<file path="config.mk">
export PLATFORM = sky130hd
export DESIGN_NAME = trace_dump_ctrl
export DESIGN_NICKNAME = d
export VERILOG_FILES = /design/src/rtl/trace_dump_ctrl.sv
export SDC_FILE = /design/constraint.sdc
export NUM_CORES = 1
export LEC_CHECK = 0
export ABC_AREA = 1
export ABC_CLOCK_PERIOD_IN_PS = 3400
export CAP_MARGIN = 10
export CORE_MARGIN = 10
export CORE_UTILIZATION = 50
export CTS_CLUSTER_SIZE = 12
export DETAILED_ROUTE_END_ITERATION = 10
export HOLD_SLACK_MARGIN = 0.05
export PLACE_DENSITY = 0.87
export SETUP_SLACK_MARGIN = 0.3
export SLEW_MARGIN = 15
export SYNTH_ARGS = -nofsm -noshare
export SYNTH_HDL_FRONTEND = slang
export SYNTH_SLANG_ARGS = --single-unit
</file>
<file path="constraint.sdc">
create_clock -name clk_in -period 3.4 [get_ports clk_in]
set_input_delay 0.85 -clock clk_in [delete_from_list [all_inputs] [get_ports clk_in]]
set_output_delay 0.85 -clock clk_in [all_outputs]
set_load 0.02 [all_outputs]
</file>
<file path="src/rtl/trace_dump_ctrl.sv">
// Retired-instruction trace dumper: on a capture request, streams PC, instruction
// and reg0..reg31 as tagged words. The optional drop counter is enabled by TRACE_DROP_CNT_EN.
module trace_dump_ctrl #(
  parameter int MAX_FRAMES = 2049
) (
  input  logic        clk_in,
  input  logic        reset,
  input  logic        cap_req,
  input  logic [31:0] cap_pc,
  input  logic [31:0] cap_inst,
  output logic        cap_busy,
  output logic [4:0]  rf_raddr,
  input  logic [31:0] rf_rdata,
  output logic        out_valid,
  input  logic        out_ready,
  output logic [31:0] out_data,
  output logic [5:0]  out_tag,
  output logic        done,
  output logic [15:0] drop_cnt
);

  localparam int FRAME_W = $clog2(MAX_FRAMES + 1);

  typedef enum logic [2:0] {IDLE, HDR_PC, HDR_INST, REGS, DONE} state_t;

  state_t             state, state_nxt;
  logic [FRAME_W-1:0] frame_cnt;
  logic [31:0]        inst_lat;
  logic [4:0]         reg_idx;
  logic               load;
  logic               last_word;
  logic               frame_last;

  // Output slot may be refilled when empty or when the sink takes the current word.
  assign load       = !out_valid || out_ready;
  assign last_word  = (out_tag == 6'd33);
  assign frame_last = (frame_cnt == FRAME_W'(MAX_FRAMES - 1));

  assign cap_busy = (state != IDLE);
  assign done     = (state == DONE);
  // reg_idx names the register whose word is loaded next; reg0 is read from HDR_INST.
  assign rf_raddr = (state == REGS) ? reg_idx : 5'd0;

  always_comb begin
    state_nxt = state;
    case (state)
      IDLE:     if (cap_req) state_nxt = HDR_PC;
      HDR_PC:   if (load) state_nxt = HDR_INST;
      HDR_INST: if (load) state_nxt = REGS;
      REGS:     if (load && last_word) state_nxt = frame_last ? DONE : IDLE;
      DONE:     state_nxt = DONE;
      default:  state_nxt = IDLE;
    endcase
  end

  always_ff @(posedge clk_in) begin
    if (!reset) begin
      state     <= IDLE;
      out_valid <= 1'b0;
      out_data  <= '0;
      out_tag   <= '0;
      inst_lat  <= '0;
      reg_idx   <= '0;
      frame_cnt <= '0;
    end else begin
      state <= state_nxt;
      case (state)
        IDLE: begin
          if (cap_req) begin
            inst_lat  <= cap_inst;
            out_valid <= 1'b1;
            out_data  <= cap_pc;
            out_tag   <= 6'd0;
          end
        end
        HDR_PC: begin
          if (load) begin
            out_data <= inst_lat;
            out_tag  <= 6'd1;
          end
        end
        HDR_INST: begin
          if (load) begin
            out_data <= rf_rdata;
            out_tag  <= 6'd2;
            reg_idx  <= 5'd1;
          end
        end
        REGS: begin
          if (load) begin
            if (last_word) begin
              out_valid <= 1'b0;
              frame_cnt <= frame_cnt + 1'b1;
              reg_idx   <= 5'd0;
            end else begin
              out_data <= rf_rdata;
              out_tag  <= out_tag + 6'd1;
              reg_idx  <= reg_idx + 5'd1;
            end
          end
        end
        default: ;
      endcase
    end
  end

`ifdef TRACE_DROP_CNT_EN
  function automatic logic [15:0] sat_inc(input logic [15:0] v);
    return (v == 16'hFFFF) ? v : v + 16'd1;
  endfunction

  logic [15:0] drop_q;

  always_ff @(posedge clk_in) begin
    if (!reset) begin
      drop_q <= '0;
    end else if (cap_req && cap_busy) begin
      drop_q <= sat_inc(drop_q);
    end
  end

  assign drop_cnt = drop_q;
`else
  assign drop_cnt = 16'd0;
`endif

endmodule

</file>
Yosys cells after proc, flatten, opt, wreduce, memory -nomap -nowiden. Index checks and enable logic that the tools add are counted.

Output and inout port bits: 62. Input bits: 100. Flip-flop bits (word level): 91.

$add $sub $neg: 3. Equality and inequality tests: 13. Muxes and demuxes: 27. Reductions and logical operators: 14.

Operator list (count): $mux W32 (5); $pmux W32 S4 (1); $mux W6 (5); $pmux W6 S4 (1); $mux W5 (4); $mux W3 (5); $pmux W3 S5 (1); $add A12 B1 Y12 const B (1); $eq A12 B12 Y1 const B (1); $ne A2 B2 Y1 const B (6); $pmux W5 S2 (1); $reduce_and A4 Y1 (2); $add A6 B1 Y6 const B (1); $eq A3 B2 Y1 const B (2); $eq A6 B6 Y1 const B (1); $reduce_and A3 Y1 (2); $reduce_and A6 Y1 (1); $add A5 B1 Y5 const B (1); $reduce_bool A2 Y1 (2); $reduce_bool A4 Y1 (1); $eq A3 B1 Y1 const B (1); $eq A3 B3 Y1 const B (1); $logic_not A3 Y1 (1); $mux W1 (3); 7 further kinds (7).

Logic depth before layout (Yosys ltp).
Depth in word-level cells: 5. Depth in mapped cells: 11. Depth with buffers taken out: 10.

Least setup slack after synthesis. No wires, ideal clock.

Path kind: register -> output. From: reg state[0]. To: out rf_raddr[0]. Required time: 2.550 ns. Cell stages (with the launch flop): 6. Path slack: 1.426 ns. Path buffers: 1. Arrival: 1.124 ns. Path through: dfxtp_1 -> nand2_1 -> inv_1 -> nand2_1 -> clkbuf_1 -> nor2_1.

Word-level cells in the longest chain between the ends: 2.

Ends and longest elaborated chain: from (decl) (RTL line 26) `state_t state, state_nxt;`; from (signal assigned) (RTL line 66) `state <= state_nxt;`; $eq A3 B2 Y1 (RTL line 42) `assign rf_raddr = (state == REGS) ? reg_idx : 5'd0;`; $mux W5 (RTL line 42); to (decl) (RTL line 12) `output logic [4:0] rf_raddr,`.

No other way between the ends.

Worst setup path in the final report. Ends and elaborated chain as after synthesis.

==> results.ini <==
[placed_design]
place_hpwl_um=10300
gp_congestion=0.830
place_area_um2=6240
port_buffers=145
place_ws_ns=0.733

[finish]
finish.utilization_pct=69.3
drive_gt1_share_pct=3.79
stdcell_area_um2=6440
nets=998
area_growth_pct=34.0

[sta]
fmax_ghz=0.357
period_minus_slack_ns=2.80
max_slew_margin_pct=51.7
rsz0062_at_grt=false
worstMarginPinSlew_ns=0.722
fin_ws_ns=0.596
drv_slew=0
fin_skew_ns=0.00794
tns_ns=0
hold_viol_final=0
setup_viol=0
fin_crit_sh_pct=82.5

[die]
rows=35
core_um2=9280
ios=162
start_util_pct=51.7
die_area_um2=13900
die_x_um=118
die_h_um=118

[global_routing]
grt_start_max_net_pins=65
grt_antenna_before_repair=1
gr-total-overflow=0
grtUsageTotal_pct=19.9
grt_pass1_vias=4648
grt_first_pass_wirelength_um=23200

[clock_network]
cts_buffers=9
cts_tree=done
clockBufferDepth=2
cts.clk_slew.worst_paths_ns=0.09
clockRootBuffer=clkbuf_8
clkSinkCount=91
cts.htree.levels=3
cts_hold_buf=0
clk_latency_ns=0.35

[power]
p_leak_nw=2.85
p_per_area_nw_per_um2=579
ir_drop_mv=0.292

[run]
maxCapViolCount=0

[routing]
drt_first_pass_iters=5
viasPerCell=4.80
drt_iter0_drc=357
vias=4934
drt-wirelength-per-cell_um=13.9
drt-total-wl_um=14300
ant_nets=0
drc_errors=0

[critical_path]
max_stage_delay_ns=0.63
critical_path_peak_fanout=13
endpoint_kind=primary output
cp.required_ns=2.55
critPathLaunchType=flip-flop
critical_path.top_delay_family=buffers and inverters
crit_arrival_ns=1.95
cp_slowest_cell=clkdlybuf4s50_1
cp_cell_sequence=nand2_1 -> inv_1 -> nand2_2 -> nor2_1 -> clkdlybuf4s50_1
path_buf_inv=2
rrSetupSlack_ns=1.33
worstSetupPathType=flip-flop to primary output

[logic_synthesis]
synth_top_cell_by_area=dfxtp_1
netlist_top_cells_area=dfxtp_1 (38%), nand2_1 (14%), nor2_1 (13%)
yosysTopAreaCellShare_pct=37.9
synth_cells=767
synth_edf_count=0
syn_area_um2=4800
ys_seq_area_share_pct=37.9
yosysWarnings=0
async_flop_share_pct=0
syn_area_per_cell_um2=6.26
ys_types=28
yosysMostFrequentCell=nand2_1
synth_common_cells=nand2_1 (177), nor2_1 (172), inv_1 (97)
ys_ff_latch=91
ys.flop_type=dfxtp_1

[run_status]
status=finished, final reports clean

[min_path]
min-delay-path-class=flip-flop to flip-flop

## flip-flops by register name, indices dropped and copies added (netlist names)
name and count:
frame_cnt 12, inst_lat 32, out_data 32, out_tag 6, out_valid 1, reg_idx 5
state 3
## tightest hold or removal path, stage by stage, from the launching register on
cell,delay (ns)
dfxtp_1,0.30
inv_1,0.05
a21oi_1,0.05
## kinds of logic (layout without fill, tap and decap cells)
kind of cell / Yosys count / count (layout) / synth area share (%)
other: 1 / 17 / 0.0781
XOR/XNOR: 3 / 3 / 0.547
AND/OR/NAND/NOR: 387 / 387 / 32.4
AO/OA/AOI/OAI: 131 / 131 / 13.9
adder cells (fa/ha/maj): 5 / 5 / 1.30
buffers and inverters: 149 / 265 / 13.9
flip-flops: 91 / 91 / 37.9
## routing by layer
metal / vias to the layer above / track usage, % / share of wire (%)
met5: - / 0 / 0
met4: 0 / 9.27 / 3.1
met3: 25 / 3.60 / 5.0
met2: 129 / 33.5 / 49
met1: 2207 / 23.9 / 43
li1: 2573 / - / -
## cell usage in the layout (no fill, tap or decap), types with 2 or more instances in the layout
cell type          n
nand2_1          176
dfxtp_1           91
buf_12             2
nor3_1             3
xnor2_1            2
conb_1            16
o21ai_0           75
nand4_1            6
nand2_2            2
nand3_2            3
buf_4              3
nor2_1           172
clkinv_2           2
clkbuf_8           9
ha_1               5
inv_1             97
nor2_2             2
inv_2              2
clkdlybuf4s50_1  144
a21o_1             2
nor2_4             2
a21oi_1           52
nand3_1           19
## stage by stage
step	cells	hold WS [ns]	power, mW
final	1028	0.450	3.73
after global routing	1028	0.481	3.99
after CTS	1027	0.452	3.75
after detailed placement	1011	0.438	3.02
after global placement	1011	0.433	2.99
after floorplan	782	0.425	2.44
## layout make-up
type,count,area (um^2)
clock inverter,6,65.1
inverter,99,372
clock buffer,10,128
tap,129,161
fill,840,2850
multi-input combinational,542,2380
sequential,91,1820
antenna,1,2.50
timing repair buffer,150,1510
## worst paths after layout
kind,startpoint,end,cells after the start
worst min-delay path,inst_lat[26],inst_lat[26],2
worst max register to register,state[1],out_data[23],8
worst min register to register,inst_lat[26],inst_lat[26],2
worst max-delay path,state[0],rf_raddr[0],5
## where the power goes
group	switching (mW)	internal (mW)
clock	0.394	0.342
sequential	0.110	1.28
combinational	0.965	0.637
total	1.47	2.26
## timing repair
item,in CTS,in global routing
setup buffers,0,0
endpoints found under the setup margin,0,2
gates resized for setup,0,1
Note: power is estimated with default switching activity, not from simulation.
